<file path="config.mk">
export PLATFORM = sky130hd
export DESIGN_NAME = serial_add_sub
export DESIGN_NICKNAME = d
export VERILOG_FILES = /design/src/rtl/serial_add_sub.sv
export SDC_FILE = /design/constraint.sdc
export NUM_CORES = 1
export LEC_CHECK = 0
export ABC_AREA = 1
export CORE_MARGIN = 5
export CORE_UTILIZATION = 45
export CTS_BUF_LIST = sky130_fd_sc_hd__clkbuf_8
export DETAILED_ROUTE_END_ITERATION = 8
export PLACE_DENSITY = 0.67
export REMOVE_ABC_BUFFERS = 1
export SYNTH_ARGS = -nofsm -noshare
export SYNTH_HDL_FRONTEND = slang
export SYNTH_SLANG_ARGS = --single-unit
export TNS_END_PERCENT = 50
</file>
<file path="constraint.sdc">
create_clock -name clk -period 2.6 [get_ports clk]
set_input_delay 0.52 -clock clk [delete_from_list [all_inputs] [get_ports clk]]
set_output_delay 0.52 -clock clk [all_outputs]
set_load 0.01 [all_outputs]
</file>
<file path="src/rtl/serial_add_sub.sv">
// Digit-serial WIDTH-bit adder/subtractor: one DIGIT-bit slice per cycle, LSB first, start/done handshake.
// Define SERIAL_ADD_SUB_SUB_EN to honour ctrl (subtract); otherwise the unit only adds.
module serial_add_sub #(
  parameter int WIDTH = 8,
  parameter int DIGIT = 1
) (
  input  logic             clk,
  input  logic             reset,
  input  logic             start,
  input  logic             ctrl,
  input  logic [WIDTH-1:0] a,
  input  logic [WIDTH-1:0] b,
  output logic             busy,
  output logic             done,
  output logic [WIDTH-1:0] z,
  output logic             cout,
  output logic             ovf
);

  localparam int N  = WIDTH / DIGIT;
  localparam int CW = (N > 1) ? $clog2(N) : 1;

  generate
    if (WIDTH < 1 || DIGIT < 1 || (WIDTH % DIGIT) != 0) begin : g_bad_params
      $error("serial_add_sub: WIDTH must be a positive multiple of DIGIT");
    end
  endgenerate

  typedef enum logic [1:0] {
    S_IDLE,
    S_RUN,
    S_DONE
  } state_t;

  state_t           state;
  logic [WIDTH-1:0] areg;
  logic [WIDTH-1:0] breg;
  logic [WIDTH-1:0] zacc;
  logic             carry;
  logic [CW-1:0]    cnt;

  logic [WIDTH-1:0] bin;
  logic             cin;

`ifdef SERIAL_ADD_SUB_SUB_EN
  // Subtract as a + ~b + 1: invert b once at load and seed the carry with ctrl.
  assign bin = b ^ {WIDTH{ctrl}};
  assign cin = ctrl;
`else
  logic ctrl_unused;
  assign ctrl_unused = ctrl;
  assign bin = b;
  assign cin = 1'b0;
`endif

  logic [31:0]      base;
  logic [DIGIT-1:0] as_s;
  logic [DIGIT-1:0] bs_s;
  logic [DIGIT:0]   sum;
  logic             cmsb;
  logic             last;
  logic [WIDTH-1:0] znext;

  always_comb begin
    base  = 32'(cnt) * 32'(DIGIT);
    as_s  = areg[base +: DIGIT];
    bs_s  = breg[base +: DIGIT];
    sum   = {1'b0, as_s} + {1'b0, bs_s} + {{DIGIT{1'b0}}, carry};
    // Carry into the slice's top bit recovered from its sum bit; on the last slice this is the MSB carry-in.
    cmsb  = sum[DIGIT-1] ^ as_s[DIGIT-1] ^ bs_s[DIGIT-1];
    last  = (cnt == CW'(N - 1));
    znext = zacc;
    znext[base +: DIGIT] = sum[DIGIT-1:0];
  end

  always_ff @(posedge clk or posedge reset) begin
    if (reset) begin
      state <= S_IDLE;
      areg  <= '0;
      breg  <= '0;
      zacc  <= '0;
      carry <= 1'b0;
      cnt   <= '0;
      busy  <= 1'b0;
      done  <= 1'b0;
      z     <= '0;
      cout  <= 1'b0;
      ovf   <= 1'b0;
    end else begin
      case (state)
        S_IDLE, S_DONE: begin
          done <= 1'b0;
          if (start) begin
            areg  <= a;
            breg  <= bin;
            carry <= cin;
            cnt   <= '0;
            busy  <= 1'b1;
            state <= S_RUN;
          end else begin
            state <= S_IDLE;
          end
        end
        S_RUN: begin
          zacc  <= znext;
          carry <= sum[DIGIT];
          cnt   <= cnt + 1'b1;
          if (last) begin
            z     <= znext;
            cout  <= sum[DIGIT];
            ovf   <= sum[DIGIT] ^ cmsb;
            done  <= 1'b1;
            busy  <= 1'b0;
            state <= S_DONE;
          end
        end
        default: state <= S_IDLE;
      endcase
    end
  end

endmodule

</file>
Word level (Yosys, flattened, before mapping)
Cells that the tools add are included.
{"block": "classes", "n_bitwise": 3, "n_reduce_logical": 8, "n_shift": 4, "n_addsub": 4, "eq_ne": 5, "n_mux": 13}
{"cell": "3-bit negation with 34-bit output", "n": 1}
{"cell": "1-bit by 34-bit variable shift with 8-bit output (first input constant)", "n": 1}
{"cell": "1-bit by 34-bit indexed part select with 8-bit output", "n": 1}
{"cell": "8-bit by 4-bit indexed part select with 1-bit output", "n": 2}
{"cell": "8-bit bitwise mux", "n": 1}
{"cell": "2-bit AND reduction", "n": 4}
{"cell": "1-bit one-hot mux with 2 select lines", "n": 3}
{"cell": "3-bit one-hot mux with 2 select lines", "n": 1}
{"cell": "1-bit two-way mux", "n": 5}
{"cell": "2-bit inequality test (second input constant)", "n": 2}
{"cell": "2-bit one-hot mux with 2 select lines", "n": 1}
{"cell": "3-bit by 1-bit adder with 3-bit output (second input constant)", "n": 1}
{"cell": "3-bit == test (second input constant)", "n": 1}
{"cell": "3-bit two-way mux", "n": 1}
{"cell": "3-bit AND reduction", "n": 1}
{"cell": "1-bit XOR", "n": 3}
{"cell": "1-bit by 1-bit adder with 2-bit output", "n": 1}
{"cell": "2-bit by 1-bit adder with 2-bit output", "n": 1}
{"cell": "2-bit by 1-bit == test with 1-bit output (second input constant)", "n": 1}
{"cell": "2-bit == test (second input constant)", "n": 1}
{"cell": "2-bit zero test", "n": 1}
{"cell": "2-bit two-way mux", "n": 1}
{"cell": "2-bit nonzero test", "n": 1}
{"cell": "2-bit OR reduction", "n": 1}
{"block": "totals", "elab_cells": 48, "inputBits": 20, "output_inout_bits": 12, "register_bits": 42}

Logic depth before layout (Yosys ltp)
Gate-level depths: netlist (run 1).
{"block": "logic_depth", "ltp_word": 6, "ltp_mapped": 16}

Worst setup path after synthesis (run 1)
OpenSTA, ideal clock, no wires.
{"block": "synth_timing", "path_kind": "register to register", "startpoint": "register cnt[0]", "endpoint": "register z[3]", "setup_time_ns": 0.076, "slack_ns": 0.442, "t_required_ns": 2.524, "arrival_ns": 2.082, "stages_incl_launch_ff": 17, "n_path_buf": 2, "path_cell_list": "dfrtp_1 > buf_6 > inv_4 > buf_8 > nor2_1 > a21oi_1 > o21ai_0 > nand2_1 > nand3_1 > fa_1 > nor2_1 > inv_1 > nor2_1 > inv_1 > o21ai_1 > inv_1 > o21ai_1"}
{"block": "synth_between", "elab_chain_cells": 5, "word_cells_on_any_way": 10}
{"element": "from (decl)", "line_no": "40", "text": "logic [CW-1:0] cnt;"}
{"element": "from (signal assigned)", "line_no": "107", "text": "cnt <= cnt + 1'b1;"}
{"element": "8-bit by 4-bit indexed part select with 1-bit output (on tied branches)", "line_no": "66, 67"}
{"element": "1-bit by 1-bit adder with 2-bit output", "line_no": "68", "text": "sum = {1'b0, as_s} + {1'b0, bs_s} + {{DIGIT{1'b0}}, carry};"}
{"element": "2-bit by 1-bit adder with 2-bit output", "line_no": "68"}
{"element": "1-bit by 34-bit indexed part select with 8-bit output", "line_no": "73", "text": "znext[base +: DIGIT] = sum[DIGIT-1:0];"}
{"element": "8-bit bitwise mux", "line_no": "73"}
{"element": "to (signal assigned)", "line_no": "109", "text": "z <= znext;"}
{"element": "to (decl)", "line_no": "15", "text": "output logic [WIDTH-1:0] z,"}
Several ways; a longest one is shown, not always the timed one.
A chain may end at the register's enable or synchronous reset.

Final worst setup path (run 1)
{"block": "layout_timing", "startpoint": "register cnt[0]", "endpoint": "register zacc[1]"}
{"block": "layout_between", "elab_chain_cells": 5, "word_cells_on_any_way": 8}
{"element": "8-bit by 4-bit indexed part select with 1-bit output (on tied branches)", "line_no": "66, 67"}
{"element": "1-bit by 1-bit adder with 2-bit output", "line_no": "68"}
{"element": "2-bit by 1-bit adder with 2-bit output", "line_no": "68"}
{"element": "1-bit by 34-bit indexed part select with 8-bit output", "line_no": "73"}
{"element": "8-bit bitwise mux *", "line_no": "73"}
{"element": "to (signal assigned)", "line_no": "105", "text": "zacc <= znext;"}
{"element": "to (decl)", "line_no": "38", "text": "logic [WIDTH-1:0] zacc;"}
Mark *: on every way between the ends. The rest lies on a longest branch, timed or not.

==> results of run 1 <==
[routing by layer]
| metal | share of wire, % | vias up | track usage, % | routed length (µm) |
|---|---|---|---|---|
| li1 | - | 831 | - | - |
| met1 | 50 | 737 | 18.7 | 1960 |
| met2 | 44 | 33 | 22.6 | 1720 |
| met3 | 4.6 | 6 | 3.66 | 179 |
| met4 | 1.6 | 0 | 5.24 | 64 |
| met5 | 0 | - | 0 | 0 |
[logic make-up (layout without fill, tap and decap cells)]
kind of cell	count (synthesis)	after routing
AO/OA/AOI/OAI	33	33
flip-flops	42	42
adder cells (fa/ha/maj)	6	6
multiplexers	7	7
AND/OR/NAND/NOR	117	117
buffers and inverters	32	67
XOR/XNOR	1	1
[synthesized netlist by cell type]
| master | instances |
|---|---|
| nand2_1 | 70 |
| dfrtp_1 | 42 |
| inv_1 | 22 |
| nand3_1 | 20 |
| nor2_1 | 14 |
| a21oi_1 | 10 |
| o21ai_1 | 10 |
| o21ai_0 | 8 |
| mux2_2 | 7 |
| ha_1 | 5 |
| nand2_2 | 4 |
| buf_2 | 3 |
| nand3_2 | 3 |
| o21bai_2 | 3 |
| buf_6 | 2 |
| o22ai_1 | 2 |
| buf_8 | 1 |
| clkinv_1 | 1 |
| clkinv_2 | 1 |
| fa_1 | 1 |
| inv_2 | 1 |
| inv_4 | 1 |
| nand3b_1 | 1 |
| nand4_1 | 1 |
| nor2_2 | 1 |
| nor2_4 | 1 |
| nor3_2 | 1 |
| nor3_4 | 1 |
| xor2_1 | 1 |
[what timing repair did]
| action | in CTS | in global routing |
|---|---|---|
| gates resized for setup | 0 | 1 |
| setup buffers | 0 | 0 |
| endpoints found under the setup margin | 0 | 4 |
[path summary, 6_finish.rpt]
check | slack (ns) | depth (start not counted) | start | endpoint
setup reg to reg | 0.31 | 13 | cnt[0] | zacc[1]
max in group asynchronous | 1.56 | 3 | reset | cnt[0]
min in group asynchronous | 0.66 | 3 | reset | zacc[5]
hold / removal | 0.47 | 2 | done | done
setup / recovery | 0.31 | 13 | cnt[0] | zacc[1]
hold reg to reg | 0.47 | 2 | done | done
[per-stage QoR]
stage	setup slack, ns	hold WS, ns
final	0.312	0.472
after global routing	0.0423	0.503
after CTS	0.189	0.478
after detailed placement	0.205	0.458
after global placement	0.282	0.454
after floorplan	0.447	0.440
[critical path, delay by kind of cell, from the launching register on]
kind	cells	cell delay [ns]
buffers and inverters	3	0.36
and+or+nand+nor	8	0.72
adders and majority gates	1	0.48
AOI/OAI and AO/OA	1	0.17
DFF	1	0.49
[sequential cells by signal (all words and copies together), names as in the netlist]
| register | cells |
|---|---|
| areg | 8 |
| breg | 8 |
| busy | 1 |
| carry | 1 |
| cnt | 3 |
| cout | 1 |
| done | 1 |
| ovf | 1 |
| state | 2 |
| z | 8 |
| zacc | 8 |
[cell type report]
| cell class | instances | share of cell area, % |
|---|---|---|
| Sequential cell | 42 | 41.8 |
| Multi-Input combinational cell | 164 | 35.1 |
| Timing Repair Buffer | 33 | 12.8 |
| Inverter | 26 | 4.03 |
| Clock buffer | 6 | 3.28 |
| Tap cell | 52 | 2.58 |
| Clock inverter | 2 | 0.348 |
[report_power, final]
part	internal [mW]	leakage, nW	total, mW	switching (mW)
logic	0.731	0.677	1.78	1.04
registers	0.944	0.511	1.11	0.169
clock network	0.210	0.0524	0.421	0.211
total	1.88	1.24	3.31	1.42
==> impl_metrics.toml, run 1 <==
[clocking]
clockBufferDepth = 2
clk_latency_ns = 0.29
tritoncts = "built"
clkSinkCount = 42
cts_buffers = 5
root_buffer = "clkbuf_8"
cts_max_level = 2
path_clk_slew_ns = 0.08
ctsHoldBuffers = 0

[route]
detail_route.wl_per_cell_um = 12.1
wl_um = 3920
vias = 1607
ant_nets = 0
drc = 0
viasPerCell = 4.94
first_pass_iters = 4
first_iter_violations = 48

[layout]
antenna_cells = 0
final_layout_size_suffix_gt1_share_pct = 12.8
num-nets-final = 298
layout_commonest_cell = "nand2_1"
regArea_mm2 = 0.00105
finalInstanceArea_mm2 = 0.00252
multiInputGateArea_um2 = 885
fin_util_pct = 56.6
num-fill-cells = 423
final_cell_mix = "70 x nand2_1, 41 x dfrtp_1, 30 x clkdlybuf4s50_1"
area_growth_pct = 20.5
finalNonFillerCells = 325

[synth]
synth-xor-area-share_pct = 0.419
synth_adder_area_share_pct = 3.95
syn_inst = 238
seq_area_frac_synth_pct = 50.3
netlist_area_mm2 = 0.00209
synthSimpleGateAreaFrac_pct = 25.3
ys_warn_count = 0
synth_mux_area_share_pct = 3.77
synthTopCellsByArea = "dfrtp_1 50%, nand2_1 13%, nand3_1 4.8%"
synth_top_family_by_area = "simple AND/OR/NAND/NOR gates"
synth-seq-cells = 42
synth.top_cell.area_share_pct = 50.3
synth_top_area_cell = "dfrtp_1"
ys_types = 29
synth_compound_area_share_pct = 8.92
avgSynthCellArea_um2 = 8.78

[floorplanning]
io_pins = 32
rows = 24
start_util_pct = 47.0
core-area_mm2 = 0.00444
die_area_mm2 = 0.00611
die_h_um = 78.1
die_w_um = 78.1

[power]
p_per_area_mw_per_mm2 = 1310
total_power_mw = 3.31
leakagePower_nw = 1.24
peakVddDrop_mv = 0.455

[placement]
gp_congestion = 0.833
portBuffers = 30
placedInstanceArea_mm2 = 0.00242
dp_cells = 317
place_hpwl_um = 2770

[worst_setup_path]
worstPathCellList = "inv_4 -> buf_4 -> nand2_1 -> nand3_1 -> nand3_1 -> fa_1 -> nor2_1 -> inv_1 -> nor2_1 -> nand2_1 -> o21ai_1 -> nand2_1 -> nand2_1"
slowest_stage = "dfrtp_2"
path_class = "flip-flop to flip-flop"
endpoint_kind = "flip-flop"
startpoint_type = "flip-flop"
cp.required_ns = 2.83
cp_slowest_stage_delay_ns = 0.49
crit_top_cell = "nand2_1"
path_max_fanout = 9
cp.arrival_ns = 2.52

[grt]
grt_max_degree = 43
grt.overflow.total = 0
grt_use_total_pct = 14.2
grt_pass1_wl_um = 6890
antenna_found_initial = 0
grt_pass1_vias = 1512

[timing]
slew_headroom_pct = 64.6
rsz0062_at_grt = "false"
drv_slew = 0
finalSetupTns_ns = 0
finClkSkew_ns = 0.00932
tightest_slew_ns = 0.530
setup_viol_count_final = 0
fin_crit_sh_pct = 88.0
period_needed_ns = 2.29
max_freq_mhz = 437
hold_viol_final = 0

[run_status]
status = "finished clean"

[hold_path]
hold_path.class = "flip-flop to flip-flop"

[flow_run]
drv_cap = 0
Power figures use the tool's default switching activity.
==> run 2, diff against run 1 <==
- DONT_BUFFER_PORTS: default -> 1
- PLACE_DENSITY: 0.67 -> 0.59
==> run 2 against run 1 <==
  * Cell count fell by 9.2%
  * Worst hold slack got worse by 0.23 ns
  * Clock skew fell by 0.0041 ns
  * Non-clock buffer count down 30
  * Setup slack better by 0.015 ns
  * Via count fell by 7.7%
  * Total power down 5.3%
  * First-iteration DRC count grew 8.3%
  * Sequential power barely moved
  * Highest routed layer unchanged
==> impl_metrics.toml, run 2 (synthesis gave the netlist of run 1 again) <==
[run_status]
status = "finished clean"

[layout]
final_layout_size_suffix_gt1_share_pct = 14.0
area_growth_pct = 6.05
num-nets-final = 268
final_cell_mix = "70 x nand2_1, 42 x dfrtp_1, 23 x inv_1"
layout_commonest_cell = "nand2_1"
finalNonFillerCells = 295
antenna_cells = 0

[worst_setup_path]
r2r-end = "zacc[3]"
regToRegStartpoint = "cnt[1]"
path_class = "flip-flop to flip-flop"
path_max_fanout = 7
endpoint_kind = "flip-flop"
cp.required_ns = 2.82
cp.arrival_ns = 2.49
startpoint_type = "flip-flop"
worstRegToRegCells = 12
reg2reg_setup_slack_ns = 0.33

[floorplanning]
start_util_pct = 47.0
rows = 24
die_area_mm2 = 0.00611
die_w_um = 78.1
core-area_mm2 = 0.00444
die_h_um = 78.1
io_pins = 32

[clocking]
clkSinkCount = 42
cts_resized = 0
tritoncts = "built"
clk_latency_ns = 0.29
cts_setup_buffers = 0
clockBufferDepth = 2
root_buffer = "clkbuf_8"
cts_buffers = 5
path_clk_slew_ns = 0.08
cts_max_level = 2
ctsHoldBuffers = 0

[timing]
setup_viol_count_final = 0
hold_viol_final = 0
drv_slew = 0
hold_slack_ns = 0.239
worst_slack_ns = 0.326
finalSetupTns_ns = 0
period_needed_ns = 2.27
rsz0062_at_grt = "false"
fin_crit_sh_pct = 87.4
max_freq_mhz = 440
tightest_slew_ns = 0.525
finClkSkew_ns = 0.00525
slew_headroom_pct = 65.0

[route]
first_iter_violations = 52
drc = 0
wl_um = 3860
detail_route.wl_per_cell_um = 13.1
viasPerCell = 5.03
ant_nets = 0
vias = 1483
first_pass_iters = 4

[placement]
place_hpwl_um = 2770
dp_cells = 287
portBuffers = 0
gp_congestion = 0.774
post-place-ws_ns = 0.323

[grt]
grt_pass1_vias = 1520
antenna_found_initial = 0
grt_pass1_wl_um = 7000
grt_max_degree = 43
grt_use_total_pct = 14.3
grt.overflow.total = 0

[power]
total_power_mw = 3.13
peakVddDrop_mv = 0.479
leakagePower_nw = 1.13
p_per_area_mw_per_mm2 = 1410

[hold_path]
hold_path.class = "input pin to async pin"

[flow_run]
drv_cap = 0
run 2: stage by stage:
step,utilization [%],area [µm²]
3_3_place_gp,47.8,2120
3_5_place_dp,47.8,2120
5_1_grt,49.9,2220
6_report,49.9,2220
4_1_cts,49.9,2220
2_1_floorplan,-,2040
run 2: power breakdown:
group / total [mW] / switching [mW] / internal [mW]
Clock: 0.419 / 0.209 / 0.210
Sequential: 1.14 / 0.197 / 0.943
Combinational: 1.57 / 0.996 / 0.578
Total: 3.13 / 1.40 / 1.73
run 2: critical path, cell delays in order, from the launching register on:
cell     delay (ns)
dfrtp_1        0.47
inv_1          0.18
nand3_1        0.12
nand3_1        0.11
nand2_1        0.10
fa_1           0.50
nor2_1         0.15
inv_1          0.07
nor2_1         0.12
inv_1          0.07
o21ai_1        0.14
inv_1          0.07
o21ai_1        0.11
run 2: worst max-delay path by stage:
stage,startpoint,to,slack [ns]
after floorplan,cnt[0],z[3],0.45
after global placement,cnt[1],zacc[3],0.36
after detailed placement,cnt[1],zacc[3],0.32
after CTS,cnt[1],zacc[3],0.31
after global routing,cnt[1],zacc[3],0.09
final,cnt[1],zacc[3],0.33
run 2: routing by layer:
layer	GRT usage (%)	up-vias	wire length, µm
li1	-	769	-
met5	0	-	0
met3	4.46	8	194
met4	5.77	0	69
met2	21.8	27	1660
met1	19.0	679	1940
run 2: area by class of cell:
cell class	instances	area [µm²]
Inverter	26	101
Sequential cell	42	1050
Tap cell	52	65.1
Clock inverter	2	8.76
Timing Repair Buffer	3	22.5
Multi-Input combinational cell	164	885
Fill cell	426	2230
Clock buffer	6	82.6
